`src/rtl/adc_sample_averager.sv`:
```
// 8-channel ADC block averager: 2^avg_log2 samples per window through one shared adder (offset port under ADC_AVG_OFFSET_EN).
// Latency: sample edge seen at clock edge T -> out_valid pulse after clock edge T+10 for the last sample of a window.
// No backpressure: a sample edge arriving while busy is dropped and flagged in the sticky overrun bit.
module adc_sample_averager #(
    parameter int AVG_LOG2_MAX = 4,
    parameter int ACC_W        = 15 + AVG_LOG2_MAX
) (
    input  logic         clk,
    input  logic         rst_n,
    input  logic         enable,
    input  logic [2:0]   avg_log2,
    input  logic         data_valid,
    input  logic [14:0]  data1,
    input  logic [14:0]  data2,
    input  logic [14:0]  data3,
    input  logic [14:0]  data4,
    input  logic [14:0]  data5,
    input  logic [14:0]  data6,
    input  logic [14:0]  data7,
    input  logic [14:0]  data8,
    input  logic         clear_overrun,
`ifdef ADC_AVG_OFFSET_EN
    input  logic [127:0] offset_flat,
`endif
    output logic         out_valid,
    output logic [15:0]  out1,
    output logic [15:0]  out2,
    output logic [15:0]  out3,
    output logic [15:0]  out4,
    output logic [15:0]  out5,
    output logic [15:0]  out6,
    output logic [15:0]  out7,
    output logic [15:0]  out8,
    output logic [15:0]  out_seq,
    output logic         overrun
);
    localparam int CNT_W = AVG_LOG2_MAX + 1;
    localparam logic [2:0] WIN_MAX = 3'(AVG_LOG2_MAX);
    localparam logic signed [ACC_W:0] SAT_MAX = (ACC_W+1)'(32767);
    localparam logic signed [ACC_W:0] SAT_MIN = (ACC_W+1)'(-32768);

    typedef enum logic [1:0] {S_IDLE, S_CAPTURE, S_ACCUM, S_EMIT} state_t;
    state_t r_state, w_state_nxt;

    logic                    r_dv_q;
    logic                    w_edge;
    logic [14:0]             w_data  [8];
    logic [14:0]             r_cap   [8];
    logic signed [ACC_W-1:0] r_acc   [8];
    logic signed [ACC_W-1:0] w_shift [8];
    logic signed [ACC_W:0]   w_diff  [8];
    logic [15:0]             w_off   [8];
    logic [15:0]             w_res   [8];
    logic [15:0]             r_out   [8];
    logic [ACC_W-1:0]        w_add;
    logic [2:0]              r_ch;
    logic [2:0]              r_win_log2;
    logic [2:0]              w_win_sel;
    logic [CNT_W-1:0]        r_sample_cnt;
    logic [CNT_W-1:0]        w_cnt_inc;
    logic [CNT_W-1:0]        w_win_len;
    logic                    w_win_done;
    logic                    r_out_valid;
    logic [15:0]             r_out_seq;
    logic                    r_overrun;

    assign w_data[0] = data1;
    assign w_data[1] = data2;
    assign w_data[2] = data3;
    assign w_data[3] = data4;
    assign w_data[4] = data5;
    assign w_data[5] = data6;
    assign w_data[6] = data7;
    assign w_data[7] = data8;

    assign w_edge     = data_valid & ~r_dv_q;
    assign w_win_sel  = (avg_log2 > WIN_MAX) ? WIN_MAX : avg_log2;
    assign w_cnt_inc  = r_sample_cnt + CNT_W'(1);
    assign w_win_len  = CNT_W'(1) << r_win_log2;
    assign w_win_done = (w_cnt_inc == w_win_len);
    assign w_add      = {{(ACC_W-15){r_cap[r_ch][14]}}, r_cap[r_ch]};

    always_comb begin
        for (int k = 0; k < 8; k++) begin
`ifdef ADC_AVG_OFFSET_EN
            w_off[k] = offset_flat[16*k +: 16];
`else
            w_off[k] = 16'h0000;
`endif
        end
    end

    // Average, subtract offset and clamp; in-range values pass through unchanged.
    always_comb begin
        for (int k = 0; k < 8; k++) begin
            w_shift[k] = r_acc[k] >>> r_win_log2;
            w_diff[k]  = {w_shift[k][ACC_W-1], w_shift[k]} - {{(ACC_W-15){w_off[k][15]}}, w_off[k]};
            if (w_diff[k] > SAT_MAX)
                w_res[k] = 16'h7FFF;
            else if (w_diff[k] < SAT_MIN)
                w_res[k] = 16'h8000;
            else
                w_res[k] = w_diff[k][15:0];
        end
    end

    always_ff @(posedge clk or negedge rst_n) begin
        if (!rst_n)
            r_state <= S_IDLE;
        else
            r_state <= w_state_nxt;
    end

    always_comb begin
        w_state_nxt = r_state;
        if (!enable) begin
            w_state_nxt = S_IDLE;
        end else begin
            case (r_state)
                S_IDLE:    if (w_edge) w_state_nxt = S_CAPTURE;
                S_CAPTURE: w_state_nxt = S_ACCUM;
                S_ACCUM:   if (r_ch == 3'd7) w_state_nxt = w_win_done ? S_EMIT : S_IDLE;
                S_EMIT:    w_state_nxt = S_IDLE;
                default:   w_state_nxt = S_IDLE;
            endcase
        end
    end

    always_ff @(posedge clk or negedge rst_n) begin
        if (!rst_n) begin
            // Starts high so a data_valid already asserted out of reset is not taken as an edge.
            r_dv_q       <= 1'b1;
            r_ch         <= '0;
            r_win_log2   <= '0;
            r_sample_cnt <= '0;
            r_out_valid  <= 1'b0;
            r_out_seq    <= '0;
            r_overrun    <= 1'b0;
            for (int k = 0; k < 8; k++) begin
                r_cap[k] <= '0;
                r_acc[k] <= '0;
                r_out[k] <= '0;
            end
        end else begin
            r_dv_q      <= data_valid;
            r_out_valid <= 1'b0;
            if (enable && w_edge && (r_state != S_IDLE))
                r_overrun <= 1'b1;
            else if (clear_overrun)
                r_overrun <= 1'b0;

            if (!enable) begin
                r_ch         <= '0;
                r_sample_cnt <= '0;
                for (int k = 0; k < 8; k++) r_acc[k] <= '0;
            end else begin
                case (r_state)
                    S_IDLE: begin
                        if (w_edge && (r_sample_cnt == '0)) r_win_log2 <= w_win_sel;
                    end
                    S_CAPTURE: begin
                        r_ch <= '0;
                        for (int k = 0; k < 8; k++) r_cap[k] <= w_data[k];
                    end
                    S_ACCUM: begin
                        r_acc[r_ch] <= r_acc[r_ch] + w_add;
                        r_ch        <= r_ch + 3'd1;
                        if (r_ch == 3'd7) r_sample_cnt <= w_cnt_inc;
                    end
                    S_EMIT: begin
                        r_out_valid  <= 1'b1;
                        r_out_seq    <= r_out_seq + 16'd1;
                        r_sample_cnt <= '0;
                        for (int k = 0; k < 8; k++) begin
                            r_out[k] <= w_res[k];
                            r_acc[k] <= '0;
                        end
                    end
                    default: ;
                endcase
            end
        end
    end

    assign out_valid = r_out_valid;
    assign out1      = r_out[0];
    assign out2      = r_out[1];
    assign out3      = r_out[2];
    assign out4      = r_out[3];
    assign out5      = r_out[4];
    assign out6      = r_out[5];
    assign out7      = r_out[6];
    assign out8      = r_out[7];
    assign out_seq   = r_out_seq;
    assign overrun   = r_overrun;
endmodule
```
`config.mk`:
```
export PLATFORM = sky130hd
export DESIGN_NAME = adc_sample_averager
export DESIGN_NICKNAME = d
export VERILOG_FILES = /design/src/rtl/adc_sample_averager.sv
export SDC_FILE = /design/constraint.sdc
export NUM_CORES = 1
export LEC_CHECK = 0
export ABC_AREA = 1
export BUFFER_PORTS_ARGS = -buffer_cell sky130_fd_sc_hd__buf_2
export CORE_ASPECT_RATIO = 1.75
export CORE_UTILIZATION = 50
export CTS_CLUSTER_DIAMETER = 120
export DETAILED_ROUTE_END_ITERATION = 8
export GPL_ROUTABILITY_DRIVEN = 1
export MAX_ROUTING_LAYER = met4
export PLACE_DENSITY = 0.81
export REMOVE_ABC_BUFFERS = 1
export SLEW_MARGIN = 30
export SYNTH_ARGS = -nofsm -noshare
export SYNTH_HDL_FRONTEND = slang
export SYNTH_SLANG_ARGS = --single-unit
```
`constraint.sdc`:
```
create_clock -name clk -period 5.1 [get_ports clk]
set_input_delay 1.02 -clock clk [delete_from_list [all_inputs] [get_ports clk]]
set_output_delay 1.02 -clock clk [all_outputs]
set_load 0.01 [all_outputs]
```
==> results_dict.tcl <==
set metrics [dict create \
    seqPwrFrac_pct 33.6 \
    relSlewSlack_pct 33.3 \
    finalSetupTns_ns 0 \
    largest_reg_flops 152 \
    reg2regPathDepth 18 \
    ios 274 \
    crit_type "reg -> reg" \
    grt_pass1_wl_um 132000 \
    synth_top_family_by_area "simple AND/OR/NAND/NOR gates" \
    worstSkewPairLatency_ns 0.59 \
    clk_path_buf_depth 3 \
    dp_worst_setup_slack_ns 0.711 \
    root_buffer "clkbuf_16" \
    p_per_area_nw_per_um2 555 \
    status "finished, final reports clean" \
    port-buffer-count 273 \
    regArea_um2 10800 \
    grt-ovfl-total 0 \
    reg.largest.list "r_acc x152, r_cap x120" \
    grt_max_degree 104 \
    yosysUniqueCellTypes 50 \
    cap_violations 0 \
    die-area_um2 50100 \
    cpMaxStageDelayCell "dfrtp_1" \
    cts_tree "done" \
    crit_path_max_fanout 15 \
    drt_iter0_markers 1742 \
    vias_per_cell 5.69 \
    core_area_um2 48600 \
    seq_area_frac_synth_pct 44.0 \
    fmax_ghz 0.223 \
    yosysWarnings 0 \
    r2r_start "r_ch[0]" \
    die_y_um 295 \
    setup_slack_ns 0.618 \
    nFillCells 4516 \
    ctsHtreeMaxLevel 2 \
    area_delta_synth_final_pct 14.3 \
    cts_hold_buf 0 \
    antenna_found_initial 1 \
    dr.pass1.iters 6 \
    tightest_slew_ns 0.998 \
    gp_congestion 1.07 \
    detail-route-antenna-nets 0 \
    crit_end "r_acc[147]" \
    track_usage_pct 36.5 \
    fin_skew_ns 0.0416 \
    setup_viol 0 \
    hold_path.class "in -> async" \
    post-cts-setup-buffers 0 \
    rsz0062_at_grt "false" \
    cts_buffers 42 \
    crit_chain "inv_2 > nand3_1 > inv_1 > buf_4 > a22oi_1 > nand4_1 > ha_1 > fa_1 > nand2_1 > nor2_1 > nor2_1 > buf_4 > o21ai_0 > nand3_1 > nand2_1 > nand2_1 > nand3_1 > o21ai_0" \
    syn_area_um2 24600 \
    synth.ff_latch_count 432 \
    avgSynthCellArea_um2 7.82 \
    wire_per_inst_um 21.7 \
    clockPowerShare_pct 21.0 \
    ctsResizeCount 0 \
    swShare_pct 42.4 \
    synth.mux.area_fraction_pct 4.70 \
    p_int_mw 8.99 \
    critPathCaptureType "flip-flop" \
    final_layout_size_suffix_gt1_share_pct 20.6 \
    vias 23000 \
    startpoint "r_ch[0]" \
    synth-simple-area-share_pct 22.4 \
    synthAdderAreaFrac_pct 1.25 \
    dieWidth_um 170 \
    route.detailed.drc 0 \
    top_register "r_acc" \
    grt_pass1_vias 22700 \
    syn-instance-count 3142 \
    finalMaxSlewViolations 0 \
    yosys.area_share.xor_xnor_pct 0.926 \
    multi_input_area_um2 11800 \
    worstPathArrival_ns 4.91 \
    clock_sinks 432 \
    power.switching_mw 6.61 \
    r2r_setup_slack_ns 0.62 \
    ir_worst_vdd_mv 0.380 \
    post-route-util_pct 57.8 \
    cellLeakagePower_nw 13.4 \
    synth-compound-area-share_pct 18.4 \
    fin_nets 3513 \
    startpoint_type "flip-flop" \
    num_rows 107 \
    rr_endpoint "r_acc[147]" \
    worstPathRequired_ns 5.53 \
    min_period_over_period_pct 87.9 \
    hpwl_um 65600 \
    cts.clk_slew.worst_paths_ns 0.07 \
    initial_utilization_pct 50.6 \
    p_total_mw 15.6 \
    hold_viol 0 \
    cpPeakStageDelay_ns 0.53 \
    wl_um 88000 \
    post-route-min-period_ns 4.48 \
    comb_power_share_pct 45.4 \
]
[metrics by stage]
stage / std cells / instance area [um^2] / hold WS, ns
after floorplan: 2975 / 23800 / 0.453
after global placement: 3971 / 26700 / 0.465
after detailed placement: 3971 / 26700 / 0.469
after CTS: 4046 / 28100 / 0.485
after global routing: 4047 / 28100 / 0.499
final: 4047 / 28100 / 0.472
[synthesized netlist by cell type, drive strengths merged]
cell | n | area (um^2)
a22o | 7 | 61.3
a21o | 4 | 30.0
dfstp | 1 | 26.3
buf | 90 | 523
nor3 | 14 | 75.1
xnor2 | 12 | 105
o21bai | 4 | 30.0
a31oi | 6 | 75.1
and2 | 2 | 12.5
a21oi | 144 | 736
nor2 | 101 | 443
mux2 | 100 | 1130
clkbuf | 77 | 289
o211ai | 10 | 75.1
or2 | 124 | 776
o221ai | 4 | 35.0
a221oi | 30 | 263
o2111ai | 5 | 43.8
inv | 319 | 1200
nand2 | 871 | 3270
clkinv | 7 | 26.3
a22oi | 26 | 195
xor2 | 14 | 123
nand3 | 143 | 726
mux2i | 3 | 30.0
o22ai | 104 | 651
nand4 | 26 | 163
o21a | 3 | 22.5
dfrtp | 431 | 10800
nand3b | 6 | 48.8
fa | 1 | 20.0
ha | 23 | 288
a21boi | 47 | 353
o21ai | 383 | 1950
[power groups by stage]
stage,combinational (mW),clock (mW),sequential (mW)
after floorplan,3.87,0,5.49
after global placement,6.88,0,5.25
after detailed placement,6.97,0,5.29
after CTS,7.02,3.32,5.23
after global routing,7.71,3.44,5.36
final,7.08,3.28,5.24
[cells by family after synthesis]
| logic type | Yosys count |
|---|---|
| AOI/OAI and AO/OA | 777 |
| xor gates and xnor gates | 26 |
| adders and majority gates | 24 |
| buffers and inverters | 493 |
| DFF | 432 |
| muxes | 103 |
| and+or+nand+nor | 1287 |
[area by class of cell]
| class | count | share of cell area, % |
|---|---|---|
| Inverter | 326 | 4.36 |
| Clock inverter | 18 | 0.855 |
| Clock buffer | 57 | 4.20 |
| Timing Repair Buffer | 342 | 7.19 |
| Antenna cell | 1 | 0.00891 |
| Multi-Input combinational cell | 2217 | 41.9 |
| Tap cell | 654 | 2.91 |
| Sequential cell | 432 | 38.5 |
[cell usage in the layout, fill, tap and decap left out, types with 10 or more instances in the layout]
master,count
a21boi_0,19
a21boi_1,28
a21oi_1,140
a221oi_1,30
a22oi_1,26
buf_12,10
buf_2,272
buf_4,59
clkbuf_16,43
dfrtp_1,428
ha_1,23
inv_1,300
inv_2,18
mux2_2,100
nand2_1,868
nand3_1,141
nand4_1,26
nor2_1,87
nor3_1,13
o211ai_1,10
o21ai_0,331
o21ai_1,44
o22ai_1,104
or2_2,124
xnor2_1,10
xor2_1,11
[worst max-delay path: cells and delay by family (launching register included)]
| family | cells | cell delay, ns |
|---|---|---|
| simple gates | 9 | 1.46 |
| buf+inv | 4 | 1.27 |
| fa+ha+maj | 2 | 0.52 |
| flops | 1 | 0.53 |
| compound gates | 3 | 0.56 |
[worst min path at each step]
stage | start | to | depth (start not counted)
after floorplan | r_acc[48] | r_acc[48] | 2
after global placement | out4[15] | out4[15] | 2
after detailed placement | out4[15] | out4[15] | 2
after CTS | out4[15] | out4[15] | 2
after global routing | out4[15] | out4[15] | 2
final | rst_n | r_cap[90] | 1
[per-layer routing]
| metal | global-route usage (%) | wire, um |
|---|---|---|
| met1 | 38.0 | 30900 |
| met2 | 62.3 | 43800 |
| met3 | 5.68 | 5640 |
| met4 | 26.5 | 7560 |
| met5 | - | 0 |
(Power assumes the default switching activity.)
